### config.mk
export PLATFORM = sky130hd
export DESIGN_NAME = bitop_result_serializer
export DESIGN_NICKNAME = d
export VERILOG_FILES = /design/src/rtl/bitop_pkg.sv /design/src/rtl/bitop_result_serializer.sv
export SDC_FILE = /design/constraint.sdc
export NUM_CORES = 1
export LEC_CHECK = 0
export BUFFER_PORTS_ARGS = -buffer_cell sky130_fd_sc_hd__buf_2
export CAP_MARGIN = 10
export CORE_MARGIN = 3
export CORE_UTILIZATION = 40
export CTS_BUF_LIST = sky130_fd_sc_hd__clkbuf_8
export DETAILED_ROUTE_END_ITERATION = 16
export PLACE_DENSITY = 0.74
export SETUP_SLACK_MARGIN = 0.3
export SLEW_MARGIN = 20
export SYNTH_ARGS = -nofsm -noshare
export SYNTH_HDL_FRONTEND = slang
export SYNTH_SLANG_ARGS = --single-unit
### constraint.sdc
create_clock -name clk -period 1.5 [get_ports clk]
set_clock_uncertainty 0.15 [all_clocks]
set_input_delay 0.075 -clock clk [delete_from_list [all_inputs] [get_ports clk]]
set_output_delay 0.075 -clock clk [all_outputs]
set_load 0.02 [all_outputs]
### src/rtl/bitop_pkg.sv
`default_nettype none
// ============================================================================
// Module      : bitop_pkg
// Description : Shared types for the bitwise-operation unit and its result
//               serializer: FSM state encoding and out_sel beat tags.
// Revision    : 1.0 - initial release
// ============================================================================
package bitop_pkg;

  typedef enum logic [2:0] {
    IDLE  = 3'd0,
    S_AND = 3'd1,
    S_OR  = 3'd2,
    S_XOR = 3'd3,
    S_CHK = 3'd4
  } bitop_state_t;

  localparam logic [1:0] SEL_AND = 2'd0;
  localparam logic [1:0] SEL_OR  = 2'd1;
  localparam logic [1:0] SEL_XOR = 2'd2;
  localparam logic [1:0] SEL_CHK = 2'd3;

endpackage
`default_nettype wire

### src/rtl/bitop_result_serializer.sv
`default_nettype none
// ============================================================================
// Module      : bitop_result_serializer
// Description : Takes one (AND, OR, XOR) result triple per handshake and emits
//               it as consecutive tagged beats on a valid/ready channel.
//               Define BITOP_CHECKSUM_EN to append a fourth checksum beat
//               (sum of the three words, modulo 2^WIDTH).
// Revision    : 1.0 - initial release
// ============================================================================
module bitop_result_serializer
  import bitop_pkg::*;
#(
  parameter int WIDTH = 16,
  parameter int CNT_W = 8
) (
  input  logic             clk,
  input  logic             rst,
  input  logic             in_valid,
  output logic             in_ready,
  input  logic [WIDTH-1:0] in_and,
  input  logic [WIDTH-1:0] in_or,
  input  logic [WIDTH-1:0] in_xor,
  output logic             out_valid,
  input  logic             out_ready,
  output logic [WIDTH-1:0] out_data,
  output logic [1:0]       out_sel,
  output logic             out_last,
  output logic [CNT_W-1:0] frame_cnt
);

  bitop_state_t     state;
  logic [WIDTH-1:0] hold_or;
  logic [WIDTH-1:0] hold_xor;
  logic             out_hs;
  logic             last_hs;
  logic             in_hs;

`ifdef BITOP_CHECKSUM_EN
  logic [WIDTH-1:0] hold_and;
  logic [WIDTH-1:0] chk_sum;

  // Checksum of the held triple; carries out of the top bit are dropped.
  assign chk_sum = hold_and + hold_or + hold_xor;
`endif

  assign out_hs   = out_valid && out_ready;
  assign last_hs  = out_hs && out_last;
  // Accepting on the final-beat handshake lets frames run back-to-back.
  assign in_ready = (state == IDLE) || last_hs;
  assign in_hs    = in_valid && in_ready;

  // Beat sequencer: captures triples, steps through beats, counts frames.
  always_ff @(posedge clk) begin
    if (rst) begin
      state     <= IDLE;
      out_valid <= 1'b0;
      out_data  <= '0;
      out_sel   <= SEL_AND;
      out_last  <= 1'b0;
      frame_cnt <= '0;
      hold_or   <= '0;
      hold_xor  <= '0;
`ifdef BITOP_CHECKSUM_EN
      hold_and  <= '0;
`endif
    end else begin
      // A frame closing on this edge counts whether or not a new one starts.
      if (last_hs) begin
        frame_cnt <= frame_cnt + 1'b1;
      end

      if (in_hs) begin
        // New triple: the AND beat goes straight onto the output registers.
        hold_or   <= in_or;
        hold_xor  <= in_xor;
`ifdef BITOP_CHECKSUM_EN
        hold_and  <= in_and;
`endif
        state     <= S_AND;
        out_valid <= 1'b1;
        out_data  <= in_and;
        out_sel   <= SEL_AND;
        out_last  <= 1'b0;
      end else if (out_hs) begin
        case (state)
          S_AND: begin
            state    <= S_OR;
            out_data <= hold_or;
            out_sel  <= SEL_OR;
          end
          S_OR: begin
            state    <= S_XOR;
            out_data <= hold_xor;
            out_sel  <= SEL_XOR;
`ifdef BITOP_CHECKSUM_EN
            out_last <= 1'b0;
`else
            out_last <= 1'b1;
`endif
          end
`ifdef BITOP_CHECKSUM_EN
          S_XOR: begin
            state    <= S_CHK;
            out_data <= chk_sum;
            out_sel  <= SEL_CHK;
            out_last <= 1'b1;
          end
`endif
          default: begin
            // Final beat accepted with no follow-on triple: go idle.
            state     <= IDLE;
            out_valid <= 1'b0;
            out_last  <= 1'b0;
          end
        endcase
      end
    end
  end

endmodule
`default_nettype wire

==> results of run 1 <==
[path summary, 6_finish.rpt]
check	startpoint	to	slack, ns	depth (start not counted)
max	state[1]	in_ready	-0.18	6
min	in_valid	hold_or[8]	0.03	4
max reg2reg	state[1]	hold_xor[14]	-0.17	7
min reg2reg	hold_xor[5]	hold_xor[5]	0.32	2
[power by group]
group / leakage (nW) / internal (mW) / switching, mW
logic: 1.22 / 0.371 / 0.391
registers: 0.516 / 1.72 / 0.0514
clock network: 0.124 / 1.11 / 0.699
total: 1.86 / 3.21 / 1.14
[state kept, by name (all words and copies together), names as in the netlist]
signal / count
hold_or: 16
hold_xor: 16
out_data: 16
frame_cnt: 8
out_sel: 2
state: 2
out_last: 1
out_valid: 1
[stage by stage]
stage / setup WS (ns) / area (um2) / instances / setup TNS (ns)
2_1_floorplan: -0.00522 / 2880 / 309 / -0.0521
3_3_place_gp: -0.0670 / 3380 / 457 / -0.713
3_5_place_dp: -0.0977 / 3380 / 457 / -1.27
4_1_cts: -0.139 / 4350 / 537 / -3.96
5_1_grt: -0.254 / 4430 / 539 / -9.42
6_report: -0.181 / 4430 / 539 / -5.83
[cell usage in the layout (no fill, tap or decap), types with 2 or more instances in the layout]
| cell type | count |
|---|---|
| buf_2 | 75 |
| dlygate4sd3_1 | 50 |
| inv_2 | 2 |
| nand2_1 | 19 |
| o31ai_1 | 2 |
| buf_6 | 17 |
| o21ai_0 | 36 |
| mux2_2 | 15 |
| nand2_4 | 3 |
| clkinv_4 | 2 |
| dfxtp_2 | 2 |
| inv_1 | 4 |
| dfxtp_1 | 51 |
| buf_8 | 2 |
| nand4_1 | 2 |
| mux2i_1 | 19 |
| buf_4 | 16 |
| dfxtp_4 | 9 |
| o22ai_1 | 16 |
| or4_4 | 2 |
| nand3_2 | 2 |
| clkbuf_8 | 9 |
| bufinv_16 | 3 |
| a21oi_2 | 3 |
| nor2_1 | 4 |
| ha_4 | 3 |
| or3_4 | 2 |
| nand3_1 | 33 |
| buf_12 | 3 |
| a21oi_1 | 38 |
[metal layers]
| metal | vias to the layer above | track usage (%) | wire length [um] |
|---|---|---|---|
| li1 | 1418 | - | - |
| met1 | 1430 | 27.5 | 3640 |
| met2 | 101 | 43.2 | 4940 |
| met3 | 8 | 6.80 | 578 |
| met4 | 0 | 8.52 | 54 |
| met5 | - | 0 | 0 |
[kinds of logic (layout without fill, tap and decap cells)]
kind of cell	Yosys count	count (layout)	synth area share, %
AO/OA/AOI/OAI	101	101	20.4
AND/OR/NAND/NOR	69	71	12.5
flip-flops	62	62	45.2
buffers and inverters	36	187	5.92
multiplexers	35	35	13.5
adder cells (fa/ha/maj)	4	4	1.82
XOR/XNOR	2	2	0.638
[area by class of cell]
class	instances	area, um2	area share (%)
Inverter	8	32.5	0.734
Timing Repair Buffer	163	1280	28.8
Tap cell	77	96.3	2.17
Clock inverter	7	121	2.74
Multi-Input combinational cell	213	1510	33.9
Clock buffer	9	124	2.79
Sequential cell	62	1280	28.8
[what timing repair did]
item | CTS | global route
gates resized for setup | 26 | 15
gates cloned | 2 | 0
setup buffers | 12 | 2
endpoints found under the setup margin | 62 | 67
hold buffers | 50 | 0
pin swaps | 4 | 5
hold endpoints to repair | 50 | 0
[worst max-delay path: stages, from the launching register on]
cell	delay [ns]
dfxtp_2	0.36
inv_2	0.06
ha_4	0.17
a31oi_4	0.20
inv_4	0.07
buf_12	0.13
buf_8	0.12
==> results by group, run 1 <==
Global route
  – Number of global-route vias before repair: 3028
  – Global-route wire length before repair: 14.5 mm
  – Total GRT Usage: about a quarter
  – Pin count of the biggest net entering global routing: between 40 and 50
  – Initial antenna violation count: 0
  – Global route overflow: 0

Synth
  – Netlist Area Pre-Place: 2750 um2
  – Number of enable flip-flop cells after synthesis: 0
  – Yosys warns: 0
  – Syn_nets: 365
  – Most numerous cell in the Yosys netlist: dfxtp_1
  – Post-synth ARST share: 0%
  – Post-synth cell types: 33
  – Post-synth top flop: dfxtp_1
  – Largest area contributor in the netlist: dfxtp_1
  – Synth top cells by count: 62 x dfxtp_1, 41 x a21oi_1, 36 x o21ai_0
  – Mean Syn Cell Area: roughly 9 um2
  – Sequential share of the synthesized area: between 40% and 50%
  – Synth area leaders: dfxtp_1 45%, a21oi_1 7.5%, mux2i_1 6.9%
  – Seq cells post-synth: 62
  – Area share of the largest cell type after synthesis: between 40% and 50%
  – Synth Instances: 309

Routing
  – Total Routed Length: 9.21 mm
  – DRT iter0 DRCs: 250
  – Antenna-violating nets left: 0
  – Routed len/inst: ~17 um
  – Via count: 2957
  – Drt drc: 0
  – Vias/cell: about 5.5
  – First-pass detailed-route iteration total: 5

STA
  – Fmax: roughly 600 MHz
  – Min Clock Period, post-route: approximately 1.7 ns
  – RSZ-0062 raised after global routing: yes
  – Final setup violation count: 53
  – Final hold slack: 0.0311 ns
  – Fin. max-slew vios: 0
  – Final hold violations: 0
  – Final period util: 112%
  – Final worst slack: -0.181 ns
  – Worst slew pin tran: 0.374 ns
  – Relative slew slack: 75.1%

Clock network
  – Htree depth: 3
  – CTS Root Cell: clkbuf_8
  – Clock buffer depth: 2
  – Clk pin slew, worst setup/hold paths: 0.07 ns
  – TritonCTS clock tree: done
  – CTS buffer count: 9
  – Sink Count: 62
  – Clock Latency Late Sink: 0.34 ns

Power and ir drop
  – VDD IR max: about 800 uV
  – Leakage: 1.86 nW
  – Power density over the cells: 980 nW/um2
  – Final Power: between 4 and 5 mW

Setup path
  – Setup crit start kind: flop
  – Crit path required time: approximately 1.3 ns
  – CP endpoint kind: output port
  – CP max FO: 2
  – Worst EP arrival: 1.46 ns
  – Crit Path Category: reg -> out

Worst hold path
  – Hold Path Class: in -> reg

Floorplan
  – Die width: 88.8 um
  – Rows: 29
  – I/O pin cnt: 81
  – Die boundary height: 88.8 um
  – Initial Utilization: 42.3%
  – Die footprint: approximately 8000 um2
  – Core Area: 6490 um2

Flow run
  – Max cap viols: 0

Cells and area
  – # fillers: 477
  – Fraction of layout cells with a size suffix above 1: about 39%
  – Final net count: between 500 and 600
  – Area Growth Syn to Fin: 61.5%
  – Core Util, Final: between 60% and 70%
  – Diodes inserted: 0

Place
  – Port Buf Inserts: 80
  – Final GP Congestion: between 0.8 and 0.9
  – DP HPWL: ~5.3 mm

Run status
  – Failing checks: setup timing
  – Status: finished with violations
No activity file was read; power rests on OpenSTA's default activity.
==> run 2: changes to the inputs <==
--- a/config.mk
+++ b/config.mk
@@ -5,13 +5,14 @@
 export SDC_FILE = /design/constraint.sdc
 export NUM_CORES = 1
 export LEC_CHECK = 0
+export ABC_AREA = 1
 export BUFFER_PORTS_ARGS = -buffer_cell sky130_fd_sc_hd__buf_2
 export CAP_MARGIN = 10
 export CORE_MARGIN = 3
 export CORE_UTILIZATION = 40
 export CTS_BUF_LIST = sky130_fd_sc_hd__clkbuf_8
 export DETAILED_ROUTE_END_ITERATION = 16
-export PLACE_DENSITY = 0.74
+export PLACE_DENSITY = 0.73
 export SETUP_SLACK_MARGIN = 0.3
 export SLEW_MARGIN = 20
 export SYNTH_ARGS = -nofsm -noshare
==> run 2 against run 1 <==
- the flow still finishes with violations (setup timing)
- critical path type unchanged
- core utilization down 1.4 points
- non-clock buffer count down 3
- sequential power up 4%
- highest routed layer unchanged
- first-iteration DRC count down 34%
==> results by group, run 2 <==
Run status
  – Status: finished with violations
  – Failing checks: setup timing

Synth
  – Synth area leaders: dfxtp_1 43%, nand2_1 14%, nor2_1 11%
  – Largest area contributor in the netlist: dfxtp_1
  – Mean Syn Cell Area: 6.83 um2 (-23%)
  – Post-synth ARST share: 0% (unchanged)
  – Post-synth top flop: dfxtp_1
  – Area share of the largest cell type after synthesis: 43.1% (-2.1 points)
  – Syn_nets: 478 (+31%)
  – Yosys warns: 0 (unchanged)
  – Post-synth cell types: 27 (-18%)
  – Synth Instances: 422 (+37%)
  – Netlist Area Pre-Place: 2880 um2 (+5.0%)
  – Seq cells post-synth: 62 (unchanged)
  – Number of enable flip-flop cells after synthesis: 0 (unchanged)
  – Sequential share of the synthesized area: 43.1% (-2.1 points)
  – Synth top cells by count: 108 x nand2_1, 86 x nor2_1, 62 x dfxtp_1
  – Most numerous cell in the Yosys netlist: nand2_1

Clock network
  – CTS buffer count: 9 (unchanged)
  – Htree depth: 3 (unchanged)
  – Sink Count: 62 (unchanged)
  – Clk pin slew, worst setup/hold paths: 0.06 ns (about the same)
  – TritonCTS clock tree: done
  – CTS Root Cell: clkbuf_8
  – Clock Latency Late Sink: 0.35 ns (about the same)
  – Clock buffer depth: 2 (unchanged)

Routing
  – Antenna-violating nets left: 0 (unchanged)
  – DRT iter0 DRCs: 165 (-34%)
  – Routed len/inst: 13.6 um (-20%)
  – Drt drc: 0 (unchanged)
  – Vias/cell: 4.76 (-13%)
  – Via count: 3194 (+8.0%)
  – First-pass detailed-route iteration total: 4 (-1)
  – Total Routed Length: 9.13 mm (-0.87%)

STA
  – Setup TNS: -0.641 ns (+5.19 ns)
  – Fin. max-slew vios: 0 (unchanged)
  – Fmax: 631 MHz (+6.0%)
  – Final period util: 106% (-6.4 points)
  – Min Clock Period, post-route: 1.59 ns (-0.0956 ns)
  – Final worst slack: -0.0855 ns (+0.0956 ns)
  – Relative slew slack: 59.5% (-16 points)
  – RSZ-0062 raised after global routing: yes
  – Final hold violations: 0 (unchanged)
  – Worst slew pin tran: 0.607 ns (+0.234 ns)
  – Final setup violation count: 23 (-57%)

Power and ir drop
  – Leakage: 2.15 nW (+16%)
  – Final Power: 4.09 mW (-6.0%)
  – Sw frac: 30.9% (+4.7 points)
  – Gate power share: 25.2% (+7.7 points)
  – VDD IR max: 548 uV (-30%)
  – Internal power: 2.82 mW (-12%)
  – Sequential Power Share: 44.9% (+4.1 points)
  – Net Sw Power: 1.26 mW (+11%)
  – Power density over the cells: 885 nW/um2 (-9.7%)
  – Clock network power share: 29.8% (-12 points)

Setup path
  – Critical Path End: in_ready
  – Worst EP arrival: 1.36 ns (-0.10 ns)
  – Slowest cell on the critical path: dfxtp_4
  – CP delay by family, top: flip-flops
  – Worst R2R Path Depth: 10 (+3)
  – FF-to-FF End: out_data[12]
  – Largest incremental delay on the critical path: 0.39 ns (+0.03 ns)
  – Worst path depth: 6 (unchanged)
  – CP endpoint kind: output port
  – Crit path required time: 1.27 ns (about the same)
  – Crit Path Category: reg -> out
  – Crit path buf inv count: 4 (unchanged)
  – Crit. Startpoint: state[1]
  – Setup crit start kind: flop
  – RR Startpoint: state[1]
  – CP max FO: 3 (+1)
  – Worst-path cell chain: inv_4, ha_4, inv_4, nand2_8, buf_6, buf_6
  – FF-to-FF setup slack: -0.08 ns (+0.09 ns)

Cells and area
  – Top flop regs: hold_or (16), hold_xor (16), out_data (16)
  – Diodes inserted: 0 (unchanged)
  – Most frequent cells in the layout: 98 x nand2_1, 78 x nor2_1, 78 x buf_2, 53 x dfxtp_1, 49 x dlygate4sd3_1
  – Commonest non-fill, non-tap cell in the layout: nand2_1
  – Fraction of layout cells with a size suffix above 1: 32.5% (-6.9 points)
  – Core Util, Final: 66.8% (-1.4 points)
  – Area Growth Syn to Fin: 60.2%
  – Final net count: 627 (+22%)

Global route
  – Pin count of the biggest net entering global routing: 54 (+26%)
  – Initial antenna violation count: 0 (unchanged)
  – Global route overflow: 0 (unchanged)
  – Total GRT Usage: 20.6% (-3.6 points)
  – Global-route wire length before repair: 13.8 mm (-4.8%)
  – Number of global-route vias before repair: 2901 (-4.2%)

Floorplan
  – Die width: 90.9 um (+2.3%)
  – Rows: 30 (+3.4%)
  – I/O pin cnt: 81 (unchanged)
  – Die footprint: 8260 um2 (+4.6%)
  – Initial Utilization: 41.7% (-0.54 points)
  – Die boundary height: 90.9 um (+2.3%)
  – Core Area: 6910 um2 (+6.3%)

Place
  – Final GP Congestion: 0.856 (+0.12%)
  – DP HPWL: 5.47 mm (+4.2%)
  – Port Buf Inserts: 80 (unchanged)
  – Place WS: -0.147 ns (-0.0490 ns)

Worst hold path
  – Hold Path Class: in -> reg

Flow run
  – Max cap viols: 0 (unchanged)
[run 2: cell types whose count changed in the layout (fill, tap and decap cells not counted), sizes merged, moves of 5 or more]
cell,before,now
a21oi,41,16
nor2,4,86
nand2,23,113
inv,8,42
nand4,3,16
buf,113,108
nand3,35,8
mux2i,19,0
o22ai,16,0
mux2,16,0
o21ai,37,44
[run 2: worst min-delay path by stage]
stage	cells past startpoint	start	endpoint
floorplan	1	rst	frame_cnt[1]
global placement	3	in_xor[13]	hold_xor[13]
detailed placement	3	in_xor[14]	hold_xor[14]
CTS	5	in_valid	out_data[12]
global route	5	out_ready	frame_cnt[1]
finish	5	out_ready	frame_cnt[1]
[run 2: cell families (layout without fill, tap and decap cells)]
logic type | count (synthesis) | count (layout) | synth area share (%)
flops | 62 | 62 | 43.1
compound gates | 65 | 65 | 11.7
buf+inv | 65 | 217 | 10.9
simple gates | 225 | 226 | 32.3
fa+ha+maj | 4 | 4 | 1.74
xor+xnor | 1 | 1 | 0.304
[run 2: tightest hold or removal path, delay by kind of cell]
family / cells / cell delay [ns]
buf+inv: 2 / 0.21
simple gates: 2 / 0.18
compound gates: 1 / 0.06
[run 2: repair_timing]
action | 4_1_cts | 5_1_grt
hold buffers | 49 | 0
gates resized for setup | 48 | 56
endpoints found under the setup margin | 61 | 61
cloned | 0 | 6
pin swaps | 3 | 9
buffers inserted | 2 | 5
hold endpoints to repair | 52 | 0
[run 2: cell type report]
class                   instances  area, um2
inverters                      42        183
well taps                      96        120
repair buffers                160       1300
clock inverters                 6       31.3
flip-flops and latches         62       1260
multi-input cells             296       1590
clock buffers                   9        124
fillers                       565       2290
[run 2: power by group through the flow]
stage / Clock (mW) / Combinational [mW] / Sequential, mW
2_1_floorplan: 0 / 0.436 / 1.92
6_report: 1.22 / 1.03 / 1.84
3_5_place_dp: 0 / 0.706 / 1.87
5_1_grt: 1.32 / 1.13 / 1.85
4_1_cts: 1.24 / 0.859 / 1.83
3_3_place_gp: 0 / 0.693 / 1.87
[run 2: per-stage QoR]
step | hold WS, ns | instances | area (um2)
3_3_place_gp | 0.168 | 594 | 3480
3_5_place_dp | 0.174 | 594 | 3480
6_report | 0.0733 | 671 | 4620
2_1_floorplan | -0.0156 | 422 | 2980
4_1_cts | 0.0466 | 660 | 4290
5_1_grt | 0.0845 | 671 | 4620
[run 2: layer usage]
metal	track usage (%)	routed length, um	vias up	share of wire [%]
met5	0	0	-	0
met4	9.67	240	0	2.6
met3	3.83	377	23	4.1
met2	32.4	4500	85	49
met1	27.3	4010	1458	44
li1	-	-	1628	-
==> run 3: changes to the inputs <==
--- a/config.mk
+++ b/config.mk
@@ -10,10 +10,11 @@
 export CAP_MARGIN = 10
 export CORE_MARGIN = 3
 export CORE_UTILIZATION = 40
-export CTS_BUF_LIST = sky130_fd_sc_hd__clkbuf_8
+export CTS_BUF_LIST = sky130_fd_sc_hd__clkbuf_4
 export DETAILED_ROUTE_END_ITERATION = 16
 export PLACE_DENSITY = 0.73
 export SETUP_SLACK_MARGIN = 0.3
+export SKIP_LAST_GASP = 1
 export SLEW_MARGIN = 20
 export SYNTH_ARGS = -nofsm -noshare
 export SYNTH_HDL_FRONTEND = slang
==> run 3 against run 2 <==
- the run still ends with setup timing left
- worst hold slack lost 0.035 ns
- sequential power is essentially flat
- core utilization grew 1.1 points
- final cell count grew 1.0%
- via count grew 4.1%
- critical path type is now reg -> reg
- critical endpoint is now out_data[3]
==> results by group, run 3 (synthesis results as in run 2) <==
Power and ir drop
  – Leakage: 2.17 nW (+0.91%)
  – Power density over the cells: 816 nW/um2 (-7.8%)
  – VDD IR max: 507 uV (-7.5%)

Cells and area
  – Top flop regs: hold_or (16), hold_xor (16), out_data (16)
  – Fraction of layout cells with a size suffix above 1: 35.9% (+3.4 points)
  – Most frequent cells in the layout: 98 x nand2_1, 74 x nor2_1, 66 x buf_2, 51 x dfxtp_1, 50 x dlygate4sd3_1
  – Final net count: 634 (+1.1%)
  – Commonest non-fill, non-tap cell in the layout: nand2_1
  – Area Growth Syn to Fin: 62.9%
  – Final Cell Area: 4690 um2 (+1.7%)
  – Core Util, Final: 68.0% (+1.1 points)
  – Diodes inserted: 0 (unchanged)
  – Post-Layout Cell Count: 678 (+1.0%)

Clock network
  – CTS buffer count: 9 (unchanged)
  – Clock Latency Late Sink: 0.42 ns (+0.07 ns)
  – Clock buffer depth: 2 (unchanged)
  – TritonCTS clock tree: done
  – Htree depth: 3 (unchanged)
  – Clk pin slew, worst setup/hold paths: 0.10 ns (+0.04 ns)
  – Sink Count: 62 (unchanged)
  – CTS Root Cell: clkbuf_4

STA
  – RSZ-0062 raised after global routing: yes
  – Min Clock Period, post-route: 1.61 ns (+0.0274 ns)
  – Fin. max-slew vios: 0 (unchanged)
  – Final setup violation count: 29 (+26%)
  – Final worst slack: -0.113 ns (-0.0274 ns)
  – Final period util: 108% (+1.8 points)
  – Fmax: 620 MHz (-1.7%)
  – Worst slew pin tran: 0.619 ns (+0.0118 ns)
  – Final hold violations: 0 (unchanged)
  – Relative slew slack: 58.7% (-0.79 points)

Setup path
  – Most common cell on crit path: nor2_1
  – Setup crit start kind: flop
  – CP max FO: 7 (+4)
  – Slowest cell on the critical path: dfxtp_2
  – Crit Path Category: reg -> reg
  – Crit path required time: 1.67 ns (+0.40 ns)
  – CP endpoint kind: flop
  – Worst R2R Path Depth: 8 (-2)
  – Worst EP arrival: 1.79 ns (+0.43 ns)
  – Worst-path cell chain: buf_4, ha_4, buf_6, nand2_8, nand3_4, clkinv_4, nor2_1, nor2_1
  – Largest incremental delay on the critical path: 0.36 ns (-0.03 ns)

Floorplan
  – Core Area: 6910 um2 (unchanged)
  – Die boundary height: 90.9 um (unchanged)
  – I/O pin cnt: 81 (unchanged)
  – Die width: 90.9 um (unchanged)
  – Initial Utilization: 41.7% (unchanged)
  – Rows: 30 (unchanged)
  – Die footprint: 8260 um2 (unchanged)

Routing
  – Drt drc: 0 (unchanged)
  – Total Routed Length: 9.44 mm (+3.4%)
  – First-pass detailed-route iteration total: 5 (+1)
  – Routed len/inst: 13.9 um (+2.3%)
  – Vias/cell: 4.90 (+3.0%)
  – Antenna-violating nets left: 0 (unchanged)
  – DRT iter0 DRCs: 176 (+6.7%)
  – Via count: 3325 (+4.1%)

Global route
  – Pin count of the biggest net entering global routing: 54 (unchanged)
  – Initial antenna violation count: 0 (unchanged)
  – Total GRT Usage: 20.0% (-0.57 points)
  – Number of global-route vias before repair: 2896 (-0.17%)
  – Global-route wire length before repair: 13.4 mm (-3.0%)
  – Global route overflow: 0 (unchanged)

Run status
  – Failing checks: setup timing
  – Status: finished with violations

Place
  – Final GP Congestion: 0.856 (unchanged)
  – DP HPWL: 5.47 mm (unchanged)
  – Port Buf Inserts: 80 (unchanged)
  – Place WS: -0.147 ns (unchanged)
  – Area post-placement: 3480 um2 (unchanged)
  – Dpl cells: 594 (unchanged)

Worst hold path
  – Worst hold stages: 5 (unchanged)
  – Hold Path Class: in -> reg

Flow run
  – Max cap viols: 0 (unchanged)
run 3: cell count changes in the layout (fill, tap and decap cells not counted), moves of 4 or more:
cell	change
nor2_1	-4
buf_4	+15
clkbuf_4	+10
o21ai_2	+9
clkbuf_8	-9
o21ai_1	-4
buf_2	-12
run 3: path summary, 6_finish.rpt:
kind / from / endpoint / slack, ns
min: out_ready / state[1] / 0.04
max reg2reg: state[1] / out_data[3] / -0.11
max: state[1] / out_data[3] / -0.11
min reg2reg: hold_or[4] / hold_or[4] / 0.32
run 3: final cells by class:
cell class | instances | area [um2]
fillers | 552 | 2210
repair buffers | 167 | 1410
inverters | 42 | 178
repair inverters | 1 | 8.76
clock buffers | 10 | 75.1
clock inverters | 5 | 27.5
flip-flops and latches | 62 | 1270
multi-input cells | 295 | 1610
well taps | 96 | 120
run 3: critical path: cells and delay by family, from the launching register on:
kind | cells | cell delay, ns
fa+ha+maj | 1 | 0.21
simple gates | 4 | 0.39
flops | 1 | 0.36
buf+inv | 3 | 0.40
run 3: where the power goes:
group / total [mW] / switching, mW / internal, mW / leakage (nW)
combinational: 1.04 / 0.559 / 0.485 / 1.59
sequential: 1.83 / 0.0663 / 1.77 / 0.518
clock: 0.955 / 0.617 / 0.338 / 0.0618
total: 3.83 / 1.24 / 2.59 / 2.17
run 3: layer usage:
layer  wire [um]  global-route usage, %  up-vias
met5           0                      0        -
met4         266                   8.54        0
met3         538                   4.42       23
met2        4730                   31.7      128
met1        3900                   26.3     1524
li1            -                      -     1650
run 3: through the flow:
stage	setup TNS (ns)	power, mW	hold WS [ns]
6_report	-1.53	3.83	0.0383
5_1_grt	-3.88	4.02	0.0382
4_1_cts	-0.476	3.63	-0.0210
3_5_place_dp	-1.20	2.58	0.174
3_3_place_gp	-0.339	2.56	0.168
2_1_floorplan	0	2.35	-0.0156
run 3: timing repair:
action / in CTS / in global routing
setup buffers: 3 / 8
pin swaps: 3 / 19
hold buffers: 50 / 0
setup endpoints to repair: 63 / 75
gates cloned: 0 / 8
endpoints found under the hold margin: 53 / 0
resized for setup: 37 / 104
